File: config.mk
export PLATFORM = sky130hd
export DESIGN_NAME = conv_window_tracker
export DESIGN_NICKNAME = d
export VERILOG_FILES = /design/src/rtl/conv_window_tracker_pkg.sv /design/src/rtl/conv_window_tracker_raster_counter.sv /design/src/rtl/conv_window_tracker.sv
export SDC_FILE = /design/constraint.sdc
export NUM_CORES = 1
export LEC_CHECK = 0
export ABC_AREA = 1
export BUFFER_PORTS_ARGS = -buffer_cell sky130_fd_sc_hd__buf_2
export CAP_MARGIN = 20
export CORE_MARGIN = 5
export CORE_UTILIZATION = 56
export DETAILED_ROUTE_END_ITERATION = 16
export GPL_TIMING_DRIVEN = 0
export PLACE_DENSITY_LB_ADDON = 0.15
export SYNTH_ARGS = -nofsm -noshare
export SYNTH_HDL_FRONTEND = slang
export SYNTH_SLANG_ARGS = --single-unit
File: constraint.sdc
create_clock -name clk -period 1.9 [get_ports clk]
set_input_delay 0.38 -clock clk [delete_from_list [all_inputs] [get_ports clk]]
set_output_delay 0.38 -clock clk [all_outputs]
set_load 0.01 [all_outputs]
File: src/rtl/conv_window_tracker_pkg.sv
// Shared layer definitions for the convolution/pooling front end:
// LeNet layer geometry, a counter-width helper and the tracker FSM encoding.
package conv_window_tracker_pkg;

  // LeNet C1: 32x32 input, 5x5 kernel
  localparam int C1_IMG_W = 32;
  localparam int C1_IMG_H = 32;
  localparam int C1_K     = 5;

  // LeNet C3: 14x14 input, 5x5 kernel
  localparam int C3_IMG_W = 14;
  localparam int C3_IMG_H = 14;
  localparam int C3_K     = 5;

  // Bits needed to hold values 0..n-1, never less than one bit
  function automatic int width_of(input int n);
    if (n <= 2) begin
      return 1;
    end
    return $clog2(n);
  endfunction

  typedef enum logic [1:0] {
    ST_IDLE = 2'd0,
    ST_RUN  = 2'd1,
    ST_DONE = 2'd2
  } state_t;

endpackage

File: src/rtl/conv_window_tracker_raster_counter.sv
// Raster-order column/row counter with enable, synchronous clear and
// end-of-frame flag. Shared by the convolution and pooling stages.
module raster_counter
  import conv_window_tracker_pkg::*;
#(
  parameter int W  = 32,
  parameter int H  = 32,
  parameter int CW = width_of(W),
  parameter int RW = width_of(H)
) (
  input  logic          clk,
  input  logic          reset,
  input  logic          clear,
  input  logic          en,
  output logic [CW-1:0] col,
  output logic [RW-1:0] row,
  output logic          row_end,
  output logic          frame_end
);

  localparam logic [CW-1:0] COL_LAST = CW'(W - 1);
  localparam logic [RW-1:0] ROW_LAST = RW'(H - 1);

  // Flags describe the pixel position currently held, i.e. the one about to be accepted
  always_comb begin
    row_end   = (col == COL_LAST);
    frame_end = (col == COL_LAST) && (row == ROW_LAST);
  end

  // Advance one pixel per enabled cycle, wrapping column into the next row
  always_ff @(posedge clk or posedge reset) begin
    if (reset) begin
      col <= '0;
      row <= '0;
    end else if (clear) begin
      col <= '0;
      row <= '0;
    end else if (en) begin
      if (row_end) begin
        col <= '0;
        row <= (row == ROW_LAST) ? '0 : row + RW'(1);
      end else begin
        col <= col + CW'(1);
      end
    end
  end

endmodule

File: src/rtl/conv_window_tracker.sv
// Raster-position tracker for a stride-1 KxK convolution stage. Emits a
// registered window strobe with output-map coordinates for each accepted
// pixel that completes a full window, plus frame start/done sequencing.
//
// state | meaning
// IDLE  | waiting for start; pixels ignored, counters held at zero
// RUN   | counting accepted pixels and emitting window strobes
// DONE  | frame_done/busy=0 visible; start ignored; back to IDLE next cycle
module conv_window_tracker
  import conv_window_tracker_pkg::*;
#(
  parameter int IMG_W = 32,
  parameter int IMG_H = 32,
  parameter int K     = 5,
  parameter int OCW   = width_of(IMG_W - K + 1),
  parameter int ORW   = width_of(IMG_H - K + 1)
) (
  input  logic           clk,
  input  logic           reset,
  input  logic           start,
  input  logic           pix_valid,
  output logic           busy,
  output logic           win_valid,
  output logic [OCW-1:0] out_col,
  output logic [ORW-1:0] out_row,
  output logic           last_win,
  output logic           frame_done
);

  localparam int CW = width_of(IMG_W);
  localparam int RW = width_of(IMG_H);
  localparam logic [CW-1:0] COL_OFS = CW'(K - 1);
  localparam logic [RW-1:0] ROW_OFS = RW'(K - 1);

  state_t        state;
  logic          final_pend;
  logic          accept;
  logic          counter_clear;
  logic          in_window;
  logic [CW-1:0] col;
  logic [RW-1:0] row;
  logic          row_end;
  logic          frame_end;

  // Pixel acceptance and window test for the pixel presented this cycle
  always_comb begin
    accept        = (state == ST_RUN) && pix_valid && !final_pend;
    counter_clear = (state == ST_IDLE);
    in_window     = (col >= COL_OFS) && (row >= ROW_OFS);
  end

  raster_counter #(
    .W  (IMG_W),
    .H  (IMG_H),
    .CW (CW),
    .RW (RW)
  ) u_raster (
    .clk       (clk),
    .reset     (reset),
    .clear     (counter_clear),
    .en        (accept),
    .col       (col),
    .row       (row),
    .row_end   (row_end),
    .frame_end (frame_end)
  );

  // Frame sequencing with registered strobes; final_pend spaces frame_done
  // one cycle behind the last window strobe
  always_ff @(posedge clk or posedge reset) begin
    if (reset) begin
      state      <= ST_IDLE;
      final_pend <= 1'b0;
      busy       <= 1'b0;
      win_valid  <= 1'b0;
      last_win   <= 1'b0;
      out_col    <= '0;
      out_row    <= '0;
      frame_done <= 1'b0;
    end else begin
      win_valid  <= 1'b0;
      last_win   <= 1'b0;
      frame_done <= 1'b0;
      case (state)
        ST_IDLE: begin
          final_pend <= 1'b0;
          if (start) begin
            state <= ST_RUN;
            busy  <= 1'b1;
          end
        end
        ST_RUN: begin
          if (final_pend) begin
            state      <= ST_DONE;
            final_pend <= 1'b0;
            busy       <= 1'b0;
            frame_done <= 1'b1;
          end else if (accept) begin
            if (in_window) begin
              win_valid <= 1'b1;
              last_win  <= frame_end;
              out_col   <= OCW'(col - COL_OFS);
              out_row   <= ORW'(row - ROW_OFS);
            end
            if (frame_end) begin
              final_pend <= 1'b1;
            end
          end
        end
        ST_DONE: begin
          state <= ST_IDLE;
        end
        default: begin
          state <= ST_IDLE;
          busy  <= 1'b0;
        end
      endcase
    end
  end

endmodule

======== Word-level counts from Yosys, hierarchy flattened ========
Cells that the tools add are included.
word-level totals
  register bits after elaboration ......... 27
  latch bits .............................. 0
  RAM bits ................................ 0
  bits in read-only memories .............. 0
  logic and storage cells ................. 64
  memories ................................ 0
cells by class
  add/sub/neg operators ................... 4
  multipliers ............................. 0
  div/mod/pow operators ................... 0
  $lt $le $gt $ge ......................... 2
  equal/unequal tests ..................... 6
  shifts and indexed selects .............. 0
  multiplexer cells ....................... 27
  bitwise gates (word level) .............. 2
  reduce and logical (&&, ||, !) cells .... 13
operators by type and width
  kind                                                  number
  2-to-1 mux 5 bit                                      7
  2-to-1 mux 1 bit                                      15
  adder 5 x 1 -> 5 bit (second input constant)          2
  equality test 5 bit (second input constant)           2
  >= comparator 5 x 3 -> 1 bit (second input constant)  2
  subtractor 5 x 3 -> 5 bit (second input constant)     2
  nonzero test 2 bit                                    3
  logical AND 1 bit                                     4
  2-to-1 mux 2 bit                                      2
  != test 2 bit (second input constant)                 2
  one-hot mux 2 bit (2 select lines)                    1
  AND reduction 2 bit                                   2
  AND reduction 4 bit                                   1
  one-hot mux 1 bit (3 select lines)                    1
  AND reduction 3 bit                                   1
  equality test 2 x 1 -> 1 bit (second input constant)  1
  equality test 2 bit (second input constant)           1
  zero test 2 bit                                       1
  NOT 1 bit                                             2
  one-hot mux 1 bit (2 select lines)                    1
  zero test 1 bit                                       1

======== Depth between registers and ports, before layout ========
Gate-level depths: netlist of the first run.
  depth in word-level cells ............... 6
  depth in mapped cells ................... 9

======== Cells and area by module ========
Synthesis of the first run repeated with hierarchy kept, for this count alone.
second synthesis, totals
  cells, all modules ...................... 164
  area total of the unflattened synthesis .. 1,373.8 um^2
modules (own cells, without submodules)
  module               instances  cells an instance  area each (um^2)  sequential area each (um^2)
  conv_window_tracker  1          92                 818.3             425.4
  raster_counter       1          72                 555.5             250.2

======== Least setup slack after synthesis of the first run ========
OpenSTA, ideal clock, no wires.
  kind .................................... register to register
  from .................................... register u_raster.col[2]
  to ...................................... register u_raster.row[3]
  setup time .............................. 0.065 ns
  data arrival time ....................... 1.431 ns
  path slack .............................. 0.405 ns
  cell stages (with the launch flop) ...... 10
  cells stage by stage .................... dfrtp_1 ha_1 nand2_1 inv_1 ha_1 nor2_1 inv_1 nand2_1 nand2_1 nand2_1
on the way
  longest elaborated chain between the ends .. 3
RTL lines
  element                               line                                      RTL
  start: declaration                    conv_window_tracker_raster_counter.sv:15  output logic [CW-1:0] col,
  start signal: assignment              conv_window_tracker_raster_counter.sv:43  col <= col + CW'(1);
  equality test 5 bit                   conv_window_tracker_raster_counter.sv:26  row_end = (col == COL_LAST);
  nonzero test 2 bit (no source line)   -
  AND reduction 2 bit (no source line)  -
  end signal: assignment                conv_window_tracker_raster_counter.sv:41  row <= (row == ROW_LAST) ? '0 : row + RW'(1);
  end: declaration                      conv_window_tracker_raster_counter.sv:16  output logic [RW-1:0] row,
No other way between the ends.
A chain may end at the register's enable or synchronous reset.

======== Worst setup path in the final report of the first run ========
Ends and elaborated chain as after synthesis.

==> reports/results.tsv, run 1 <==
metric	value	unit
status	completed	
pin count of the biggest net entering global routing	28	
post-route ant nets	0	
Initial DRT Pass Iterations	4	
core area	2477	um2
Final period util	88.26	%
WHS	267.8	ps
Chip Width	60.93	um
WS Path Type	flip-flop to flip-flop	
GRT Util Overall	16.19	%
Die Ht	60.93	um
vias per cell	5.110	
RSZ-0062 raised after global routing	no	
Finish-stage setup viols	0	
DP HPWL	1905	um
Clock Tree Root	clkbuf_4	
drt drc	0	
Hold Path Class	input pin to flip-flop	
vias in the first global route	1047	
max-cap check violation count	0	
Hold Vio Cnt, Final	0	
warning count from the yosys run	0	
FP Rows	18	
post-layout min period	1677	ps
die area	3712	um2
total clock sinks	27	
wire per inst	12.16	um
fraction of layout cells with a size suffix above 1	29.61	%
count leader, synth	nand2_1	
fraction of registers with async set/reset	100.0	%
fmax	0.5963	GHz
Mapped Nets	172	
post-synthesis cell type count	22	
Diodes inserted	0	
Filler cells	218	
Synth area leaders	dfrtp_1 (47%), ha_1 (10%), nand2_1 (8.3%)	
Worst setup SP type	flip-flop	
WL final	2542	um
DR iter-0 viols	33	
Routability Congestion	0.7918	
delay of the slowest cell on the worst path	500	ps
Peak VDD IR	539.4	uV
Top FF cell, synth	dfrtp_1	
CP top delay family	simple AND/OR/NAND/NOR gates	
Syn Inst Count	156	
Reg clk slew, reported paths	140	ps
port bufs	17	
area delta synth->final	13.09	%
area of the mapped netlist	1453	um2
global-route wire length before repair	4491	um
Yosys reg bits	27	
Worst Path Buf+Inv	2	
Crit path arrival time	1960	ps
Worst Skew	1.815	ps
worst-path cell with the longest stage delay	dfrtp_2	
Slew Limit Fails	0	
Crit path top cell by count	nand2_1	
non-filler cells, final	209	
Starting Density	58.64	%
IO Count	18	
Synth area leader	dfrtp_1	
Post-synth top cells	nand2_1 (32), dfrtp_1 (27), inv_1 (20), ha_1 (12), o21ai_2 (10)	
Power Density	775.5	nW/um2
Fin Setup TNS	0	ps
htree depth	1	
slew margin rel.	81.29	%
CTS tree	yes	
Num CTS Buffers	3	
Post-synth EDFFs	0	
sequential-to-total area share from yosys stat	46.51	%
Max Buffers Root-to-Sink	2	
via count	1068	
total grt overflow	0	
CP Data Required Time	2180	ps
crit path cell chain	ha_1 -> nand2_1 -> inv_1 -> ha_1 -> nor2_2 -> inv_1 -> nand2_1 -> nand2_1 -> nand2_1	
mean area per synthesized cell	9.312	um2
Slew @ Worst Pin	280.4	ps
nets@finish	196	
Leak	0.9078	nW
maximum fanout along the worst path	8	
placed insts	203	
top-area cell type share of the netlist area	46.51	%
Skew-Pair Late Insertion Delay	330	ps
initial antenna violation count	0	
Critical Path End Type	flip-flop	
[repair_timing]
action,4_1_cts,5_1_grt
resized for setup,0,2
hold buffers,0,1
setup buffers,0,0
endpoints found under the setup margin,0,5
hold endpoints to repair,0,2
[report_power, final]
group          internal [W]  switching [W]
Sequential         0.000628      0.0000791
Clock             0.0000825       0.000170
Combinational      0.000126       0.000188
[cell type report]
cell class | count | area, um2 | area share, %
Tap cell | 30 | 37.54 | 2.285
Inverter | 22 | 82.58 | 5.027
Sequential cell | 27 | 676.9 | 41.20
Buffer | 2 | 22.52 | 1.371
Clock buffer | 4 | 26.28 | 1.599
Timing Repair Buffer | 19 | 122.6 | 7.464
Multi-Input combinational cell | 105 | 674.4 | 41.05
[worst reg2reg max path: stages (launching register included)]
cell and delay (ps):
dfrtp_2 500, ha_1 220, nand2_1 70, inv_1 40, ha_1 240, nor2_2 180, inv_1 80, nand2_1 170
nand2_1 70, nand2_1 70
[routing by layer]
| metal | track usage (%) | vias up | routed length [um] |
|---|---|---|---|
| met5 | 0 | - | 0 |
| met4 | 6.502 | 0 | 44 |
| met1 | 21.09 | 492 | 1162 |
| met2 | 26.72 | 21 | 1202 |
| li1 | - | 550 | - |
| met3 | 2.766 | 5 | 133 |
[final timing paths]
path / startpoint / to / slack [ps] / cells past startpoint
max: u_raster.col[2] / u_raster.row[3] / 220 / 9
min: start / state[0] / 270 / 3
max reg2reg: u_raster.col[2] / u_raster.row[3] / 220 / 9
min reg2reg: out_row[2] / out_row[2] / 500 / 2
max in group asynchronous: reset / u_raster.col[2] / 1050 / 4
min in group asynchronous: reset / out_row[3] / 470 / 3
[cells in the final DEF, fill, tap and decap left out]
cell type and n:
buf_16 1, inv_1 20, o22ai_1 1, a21oi_1 3, nor2_4 1, nor2_2 3, nand3_4 1, ha_1 12
clkbuf_4 3, inv_2 2, o21ai_2 10, nand3_1 8, nand2_1 32, dfrtp_1 26, xnor2_1 2, xor2_1 1
nand4_1 6, nand3_2 3, o21ai_0 3, dfrtp_2 1, buf_6 2, dlygate4sd3_1 1, nand2_2 9, nor2_1 8
o21bai_1 1, clkbuf_1 1, buf_2 17, o21ai_1 1
[cell families (layout without fill, tap and decap cells)]
| logic type | count (synthesis) | after routing | synth area share [%] |
|---|---|---|---|
| AOI/OAI and AO/OA | 19 | 19 | 9.388 |
| xor gates and xnor gates | 3 | 3 | 1.809 |
| and+or+nand+nor | 71 | 71 | 24.72 |
| adders and majority gates | 12 | 12 | 10.34 |
| DFF | 27 | 27 | 46.51 |
| buffers and inverters | 24 | 47 | 7.235 |
[through the flow]
step	setup WS (ps)	instance area [um2]	utilization, %	total power, W
final	223.0	1643	66.31	0.001274
after global routing	46.22	1643	66.31	0.001369
after CTS	144.0	1602	64.65	0.001272
after global placement	228.4	1575	63.59	0.001015
after floorplan	404.5	1453	-	0.0009538
after detailed placement	188.1	1575	63.59	0.001023
[flip-flops by register name, indices dropped and copies added (netlist names)]
name	cells
u_raster.col	5
win_valid	1
last_win	1
frame_done	1
busy	1
out_row	5
final_pend	1
u_raster.row	5
out_col	5
state	2
Note: power is estimated with default switching activity, not from simulation.
==> run 2: changes to the inputs <==
CELL_PAD_IN_SITES_DETAIL_PLACEMENT = 0   (was default)
CELL_PAD_IN_SITES_GLOBAL_PLACEMENT = 2   (was default)
CORE_MARGIN = 1   (was 5)
CORE_UTILIZATION = 35   (was 56)
==> run 2 against run 1 <==
Register-to-register slack lost 20 ps. Hold slack lost 160 ps. Total power grew 6.1%. Non-clock buffer count shrank 1. Via count grew 0.94%. Critical path depth is the same. Sequential cell count is the same. Wire length grew 8.4%. Largest cell class unchanged.
==> reports/results.tsv, run 2 (same netlist as run 1, synthesis figures left out) <==
metric	value	unit
Routability Congestion	0.7237	
most frequent cells in the layout	nand2_1 (32), dfrtp_1 (27), inv_1 (20), buf_2 (17), ha_1 (12)	
WS Path Type	flip-flop to flip-flop	
Chip Width	66.43	um
port bufs	17	
area of placed instances	1600	um2
Initial DRT Pass Iterations	4	
register area	675.6	um2
wire per inst	12.09	um
FF-to-FF path depth	9	
drt drc	0	
via count	1078	
Multi-input gate area	674.4	um2
status	completed	
Slew @ Worst Pin	480.4	ps
Leak	0.9127	nW
slew margin rel.	67.94	%
total clock sinks	27	
DR WL met3	81	um
Filler cells	399	
post-route ant nets	0	
vias in the first global route	991	
Skew-Pair Late Insertion Delay	270	ps
CP Data Required Time	2110	ps
max-cap check violation count	0	
fraction of layout cells with a size suffix above 1	29.21	%
Final period util	89.49	%
die area	4412	um2
Diodes inserted	0	
Die Ht	66.43	um
FF-to-FF setup slack	200	ps
total grt overflow	0	
RSZ-0062 raised after global routing	no	
non-filler cells, final	228	
pin count of the biggest net entering global routing	28	
Crit path arrival time	1920	ps
fin area	1675	um2
Post-CTS Hold Fix Bufs	0	
Hold Vio Cnt, Final	0	
Finish-stage setup viols	0	
FP Rows	23	
CTS tree	yes	
Critical Path End Type	flip-flop	
Starting Density	36.32	%
Max Buffers Root-to-Sink	2	
placed insts	223	
Power Density	806.4	nW/um2
initial antenna violation count	0	
IO Count	18	
htree depth	1	
Clock Tree Root	clkbuf_8	
maximum fanout along the worst path	8	
Worst Skew	5.349	ps
Hold Path Class	input pin to asynchronous set/reset pin	
Reg clk slew, reported paths	90	ps
Worst setup SP type	flip-flop	
post-layout min period	1700	ps
global-route wire length before repair	4788	um
fmax	0.5881	GHz
DR iter-0 viols	26	
Num CTS Buffers	3	
GRT Util Overall	14.55	%
area delta synth->final	15.33	%
DP HPWL	2050	um
reg2reg start	u_raster.col[2]	
nets@finish	195	
Peak VDD IR	281.2	uV
top routing layer used	met4	
Fin Setup TNS	0	ps
M1 WL	1334	um
WL final	2756	um
Critical R2R Capture	u_raster.row[3]	
commonest non-fill, non-tap cell in the layout	nand2_1	
met2 routed WL	1314	um
core area	4000	um2
vias per cell	4.728	
Slew Limit Fails	0	
run 2: changes by cell type in the layout (fill, tap and decap cells not counted):
cell	before	now
clkbuf_4	3	0
dlygate4sd3_1	1	0
clkbuf_8	0	3
dfrtp_2	1	0
dfrtp_1	26	27
run 2: worst max-delay path by stage:
stage               startpoint               to  depth (start not counted)  slack, ps
2_1_floorplan  u_raster.col[2]  u_raster.row[3]                          9        400
3_3_place_gp   u_raster.col[2]  u_raster.row[3]                          9        120
3_5_place_dp   u_raster.col[2]  u_raster.row[2]                          9        150
4_1_cts        u_raster.col[2]  u_raster.row[3]                          9        120
5_1_grt        u_raster.col[2]  u_raster.row[2]                          9         40
6_report       u_raster.col[2]  u_raster.row[3]                          9        200
run 2: what timing repair did:
action / 4_1_cts / 5_1_grt
endpoints found under the setup margin: 0 / 4
setup buffers: 0 / 0
gates resized for setup: 0 / 1
run 2: power by group:
group / internal (W) / switching [W] / leakage, nW
sequential: 0.000626 / 0.0000791 / 0.363
clock: 0.000150 / 0.000179 / 0.0228
combinational: 0.000124 / 0.000193 / 0.527
total: 0.000900 / 0.000451 / 0.913
run 2: worst max-delay path: stages, from the launching register on:
cell and delay, ps:
dfrtp_1 490, ha_1 240, nand2_1 60, inv_1 40
ha_1 240, nor2_2 190, inv_1 90, nand2_1 170
nand2_1 70, nand2_1 60
run 2: final cells by class:
| cell class | count | area share [%] |
|---|---|---|
| tap | 50 | 3.734 |
| sequential | 27 | 40.33 |
| clock buffer | 4 | 2.689 |
| buffer | 2 | 1.344 |
| multi-input combinational | 105 | 40.25 |
| inverter | 22 | 4.929 |
| timing repair buffer | 18 | 6.721 |
run 2: metrics by stage:
stage          util, %  worst slack (ps)  hold WS, ps  total power [W]
2_1_floorplan        -             404.5        432.7        0.0009538
3_3_place_gp     40.01             118.9        462.7         0.001036
3_5_place_dp     40.01             149.3        471.3         0.001035
4_1_cts          41.13             122.8        334.1         0.001370
5_1_grt          41.88             43.90        135.0         0.001473
6_report         41.88             199.6        107.1         0.001351
run 2: layer usage:
layer / GRT usage (%) / vias up
li1: - / 545
met1: 19.30 / 514
met2: 23.72 / 17
met3: 2.069 / 2
met4: 5.585 / 0
met5: 0 / -
